--- config.mk ---
export PLATFORM = sky130hd
export DESIGN_NAME = seg_serial_ctrl
export DESIGN_NICKNAME = d
export VERILOG_FILES = /design/src/rtl/seg_serial_ctrl.sv
export SDC_FILE = /design/constraint.sdc
export NUM_CORES = 1
export LEC_CHECK = 0
export CORE_ASPECT_RATIO = 0.9
export CORE_MARGIN = 10
export CORE_UTILIZATION = 35
export DETAILED_ROUTE_END_ITERATION = 10
export GPL_ROUTABILITY_DRIVEN = 0
export GPL_TIMING_DRIVEN = 1
export SYNTH_ARGS = -nofsm -noshare
export SYNTH_HDL_FRONTEND = slang
export SYNTH_SLANG_ARGS = --single-unit
export TNS_END_PERCENT = 20
--- constraint.sdc ---
create_clock -name clk -period 1.79 [get_ports clk]
set_input_delay 0.358 -clock clk [delete_from_list [all_inputs] [get_ports clk]]
set_output_delay 0.358 -clock clk [all_outputs]
set_load 0.05 [all_outputs]
--- src/rtl/seg_serial_ctrl.sv ---
// Serial transfer sequencer for the 8-digit seven-segment shift-register chain.
// Shifts a captured 64-bit image MSB first, strobes the latch, and generates the blink wave.
module seg_serial_ctrl #(
   parameter int CLK_DIV    = 2,
   parameter int FLASH_BITS = 24
) (
   input  logic        clk,
   input  logic        rst_n,
   input  logic        start,
   input  logic [63:0] seg_txt,
   output logic        busy,
   output logic        done,
   output logic        flash,
   output logic        seg_clk,
   output logic        seg_dout,
   output logic        seg_load,
   output logic        seg_clrn
);

   localparam int DW = (CLK_DIV > 1) ? $clog2(CLK_DIV) : 1;
   localparam logic [DW-1:0] DIV_LAST = DW'(CLK_DIV - 1);

   typedef enum logic [1:0] {IDLE, SHIFT, LATCH, DONE} state_t;

   state_t          state, state_next;
   logic [63:0]     sreg, sreg_next;
   logic [5:0]      bit_cnt, bit_cnt_next;
   logic [DW-1:0]   div_cnt, div_cnt_next;
   logic            half, half_next;
   logic            pending, pending_next;
   logic [FLASH_BITS-1:0] flash_cnt;

   always_comb begin
      state_next   = state;
      sreg_next    = sreg;
      bit_cnt_next = bit_cnt;
      div_cnt_next = div_cnt;
      half_next    = half;
      pending_next = pending;
      case (state)
         IDLE: begin
            if (start) begin
               state_next   = SHIFT;
               sreg_next    = seg_txt;
               bit_cnt_next = 6'd63;
               div_cnt_next = '0;
               half_next    = 1'b0;
            end
         end
         SHIFT: begin
            pending_next = pending | start;
            if (div_cnt == DIV_LAST) begin
               div_cnt_next = '0;
               if (half) begin
                  // end of the high phase: advance to the next bit
                  half_next    = 1'b0;
                  sreg_next    = {sreg[62:0], 1'b0};
                  bit_cnt_next = bit_cnt - 6'd1;
                  if (bit_cnt == 6'd0)
                     state_next = LATCH;
               end else begin
                  half_next = 1'b1;
               end
            end else begin
               div_cnt_next = div_cnt + 1'b1;
            end
         end
         LATCH: begin
            pending_next = pending | start;
            if (div_cnt == DIV_LAST) begin
               div_cnt_next = '0;
               state_next   = DONE;
            end else begin
               div_cnt_next = div_cnt + 1'b1;
            end
         end
         DONE: begin
            // a request arriving in this very cycle relaunches just like a queued one
            if (pending || start) begin
               pending_next = 1'b0;
               state_next   = SHIFT;
               sreg_next    = seg_txt;
               bit_cnt_next = 6'd63;
               div_cnt_next = '0;
               half_next    = 1'b0;
            end else begin
               state_next = IDLE;
            end
         end
         default: state_next = IDLE;
      endcase
   end

   // outputs are registered from the next-state values so they line up with the state
   always_ff @(posedge clk or negedge rst_n) begin
      if (!rst_n) begin
         state     <= IDLE;
         sreg      <= '0;
         bit_cnt   <= '0;
         div_cnt   <= '0;
         half      <= 1'b0;
         pending   <= 1'b0;
         busy      <= 1'b0;
         done      <= 1'b0;
         seg_clk   <= 1'b0;
         seg_dout  <= 1'b0;
         seg_load  <= 1'b0;
         seg_clrn  <= 1'b0;
         flash_cnt <= '0;
      end else begin
         state     <= state_next;
         sreg      <= sreg_next;
         bit_cnt   <= bit_cnt_next;
         div_cnt   <= div_cnt_next;
         half      <= half_next;
         pending   <= pending_next;
         busy      <= (state_next != IDLE);
         done      <= (state_next == DONE);
         seg_clk   <= (state_next == SHIFT) && half_next;
         seg_dout  <= sreg_next[63];
         seg_load  <= (state_next == LATCH);
         seg_clrn  <= 1'b1;
         flash_cnt <= flash_cnt + 1'b1;
      end
   end

   assign flash = flash_cnt[FLASH_BITS-1];

endmodule

==> impl_metrics.yaml <==
route:
  drtAntennaViolNets: 0
  vias: 3437
  wl_mm: 10.09
  wl_per_cell_um: 14.21
  drt_first_iter_violations: 127
  routed_via_density: 4.841
  first_pass_iters: 4
  drc_errors: 0
synth:
  synth_edf_count: 0
  yosys-top-cells-count: "dfrtp_1 (104), nor2_1 (71), a21oi_1 (66)"
  yosysUniqueCellTypes: 37
  ys.flop_type: "dfrtp_1"
  synth.most_common_cell: "dfrtp_1"
  synth_top_cell_by_area: "dfrtp_1"
  ys_ff_latch: 104
  synthesis.nets: 518
  yosys.area.top_type_share_pct: 54.75
  synth_seq_area_share_pct: 54.75
  synth_cells: 445
  synth_area_per_cell_um2: 10.68
  synth_warnings: 0
  syn_area_um2: 4753
  synth_area_leaders: "dfrtp_1 (55%), mux2i_1 (13%), a21oi_1 (6.9%)"
  ys_async_sr_fraction_pct: 100.0
floorplanning:
  io_pins: 74
  rows: 40
  start_util_pct: 35.70
  coreArea_um2: 13310
  fp.dieW_um: 142.8
  die_h_um: 130.6
  die-area_um2: 18650
worst_setup_path:
  rrSetupSlack_ns: -0.08
  cp-end-kind: "flop"
  worstPathArrival_ns: 2.11
  r2r_start: "state[1]$_DFF_PN0_"
  crit_required_ns: 2.03
  path_class: "flop to flop"
  rr_worst_depth: 9
  crit_path_max_fanout: 8
  cp-start-kind: "flop"
  reg2reg_to: "bit_cnt[0]$_DFFE_PN0P_"
place:
  hpwlAfterDp_mm: 6.642
  placed_area_um2: 5851
  io_buffers: 73
timing:
  skew_ns: 0.005105
  clock.fmax_mhz: 534.5
  slew_violations: 0
  fin_crit_sh_pct: 104.5
  setup_viol: 61
  hold_viol: 0
  period_needed_ns: 1.871
  finalWorstSetupSlack_ns: -0.08099
  whs_ns: 0.006730
  rsz0062_at_grt: "true"
clock_tree:
  clock_path_buffers: 2
  cts_inserted_buffers: 9
  cts_tree: "done"
  clk_pin_slew_ns: 0.07
  cts-htree-levels: 3
  root_buffer: "clkbuf_16"
  clkLatencyLatePin_ns: 0.35
  cts_sinks: 104
  cts_hold_buf: 0
pwr:
  ir_worst_vdd_mv: 0.3693
  p_leak_nw: 3.115
  p_per_area_nw_per_um2: 784.6
layout:
  fillers: 1200
  diodes: 0
  nets: 610
  syn_to_final_growth_pct: 33.25
  design_area_um2: 6334
  drive_above_1_share_pct: 12.92
status:
  violations: "negative setup slack"
  status: "finished with violations"
flow_run:
  max-cap-violations: 0
global_routing:
  grt_pass1_wl_mm: 16.46
  grt_max_degree: 56
  grt_pass1_vias: 3498
  grt_antenna_before_repair: 0
  gr-total-overflow: 0
  grt_use_total_pct: 10.85
min_path:
  hp-class: "input port to asynchronous set/reset pin"
-- logic make-up (layout without fill, tap and decap cells) --
group / Yosys count / after routing / share of synthesized area [%]
DFF: 104 / 104 / 54.75
buffers and inverters: 36 / 133 / 3.264
and+or+nand+nor: 130 / 130 / 13.40
xor gates and xnor gates: 22 / 22 / 4.054
other: 1 / 1 / 0.07889
AOI/OAI and AO/OA: 82 / 82 / 9.371
muxes: 64 / 64 / 13.50
adders and majority gates: 6 / 6 / 1.579
-- state kept, by name, indices dropped and copies added, names as in the netlist --
register	count
seg_clk	1
seg_load	1
half	1
div_cnt	1
seg_clrn	1
state	2
bit_cnt	6
flash_cnt	24
done	1
pending	1
sreg	64
busy	1
-- metal layers --
metal / track usage [%] / wire (um) / part of all wire, % / up-vias
met1: 13.54 / 4786 / 47 / 1632
met2: 17.34 / 4701 / 47 / 66
met4: 3.455 / 112 / 1.1 / 0
met5: 0 / 0 / 0 / -
met3: 3.824 / 491 / 4.9 / 11
li1: - / - / - / 1728
-- placed cells by master (no fill, tap or decap), types with 2 or more instances in the layout --
| cell type | synthesis | routed |
|---|---|---|
| xnor2_1 | 20 | 20 |
| nand3_1 | 12 | 12 |
| o21ai_0 | 5 | 4 |
| a21oi_2 | 0 | 2 |
| nor3b_1 | 3 | 3 |
| dfrtp_1 | 104 | 104 |
| nor2b_1 | 4 | 4 |
| xor2_1 | 2 | 2 |
| nor3_1 | 3 | 3 |
| a31oi_1 | 2 | 2 |
| nand3b_1 | 2 | 2 |
| clkbuf_16 | 0 | 11 |
| mux2i_1 | 63 | 63 |
| nor2_1 | 71 | 69 |
| nand2b_1 | 3 | 3 |
| inv_1 | 9 | 8 |
| and3_1 | 7 | 7 |
| bufinv_16 | 0 | 2 |
| buf_6 | 0 | 5 |
| clkdlybuf4s50_1 | 0 | 65 |
| buf_4 | 0 | 29 |
| ha_1 | 6 | 4 |
| and4_1 | 7 | 7 |
| nand4_1 | 9 | 9 |
| buf_12 | 0 | 5 |
| clkinv_2 | 0 | 2 |
| nand2_1 | 5 | 5 |
| clkbuf_8 | 0 | 2 |
| a21oi_1 | 66 | 64 |
-- through the flow --
stage | TNS (ns) | worst slack [ns] | util, % | total power (W) | std cells
3_5_place_dp | -12.34 | -0.2358 | 43.95 | 0.002853 | 686
3_3_place_gp | -8.647 | -0.1584 | 43.95 | 0.002843 | 686
5_1_grt | -11.67 | -0.2231 | 47.58 | 0.005169 | 710
2_1_floorplan | 0 | 0.002722 | - | 0.002611 | 445
6_report | -1.685 | -0.08099 | 47.58 | 0.004969 | 710
4_1_cts | -3.222 | -0.08836 | 47.11 | 0.005051 | 708
-- how the worst max path moves through the flow --
stage / from / endpoint / slack (ns)
after floorplan: state[0]$_DFF_PN0_ / bit_cnt[5]$_DFFE_PN0P_ / 0.003
after global placement: start / sreg[43]$_DFFE_PN0P_ / -0.16
after detailed placement: start / sreg[29]$_DFFE_PN0P_ / -0.24
after CTS: state[1]$_DFF_PN0_ / sreg[29]$_DFFE_PN0P_ / -0.09
after global routing: state[1]$_DFF_PN0_ / sreg[63]$_DFFE_PN0P_ / -0.22
final: state[1]$_DFF_PN0_ / bit_cnt[0]$_DFFE_PN0P_ / -0.08
-- timing repair --
item | 4_1_cts | 5_1_grt
cloned | 2 | 2
setup endpoints to repair | 66 | 73
buffers inserted | 4 | 0
pin swaps | 0 | 2
resized for setup | 9 | 4
-- layout make-up --
class	instances	area (um2)	area share [%]
Clock buffer	11	252.7	3.991
Timing Repair Buffer	108	1107	17.48
Multi-Input combinational cell	305	2048	32.34
Inverter	9	33.78	0.5334
Tap cell	168	210.2	3.319
Clock inverter	5	78.83	1.245
Sequential cell	104	2603	41.09
-- critical path, cell delays in order (launching register included) --
cell and delay (ns):
dfrtp_1 0.40, inv_2 0.08, buf_6 0.12, ha_4 0.16, a21boi_4 0.14, nor4_4 0.32
buf_6 0.21, buf_4 0.14, nand3_1 0.07, o21a_1 0.11
-- report_power, final --
group	switching [W]	leakage [nW]	internal (W)
Sequential	0.0000397	1.25	0.00242
Clock	0.000866	0.165	0.00130
Combinational	0.000136	1.70	0.000204
Total	0.00104	3.12	0.00393
(Power assumes the default switching activity.)
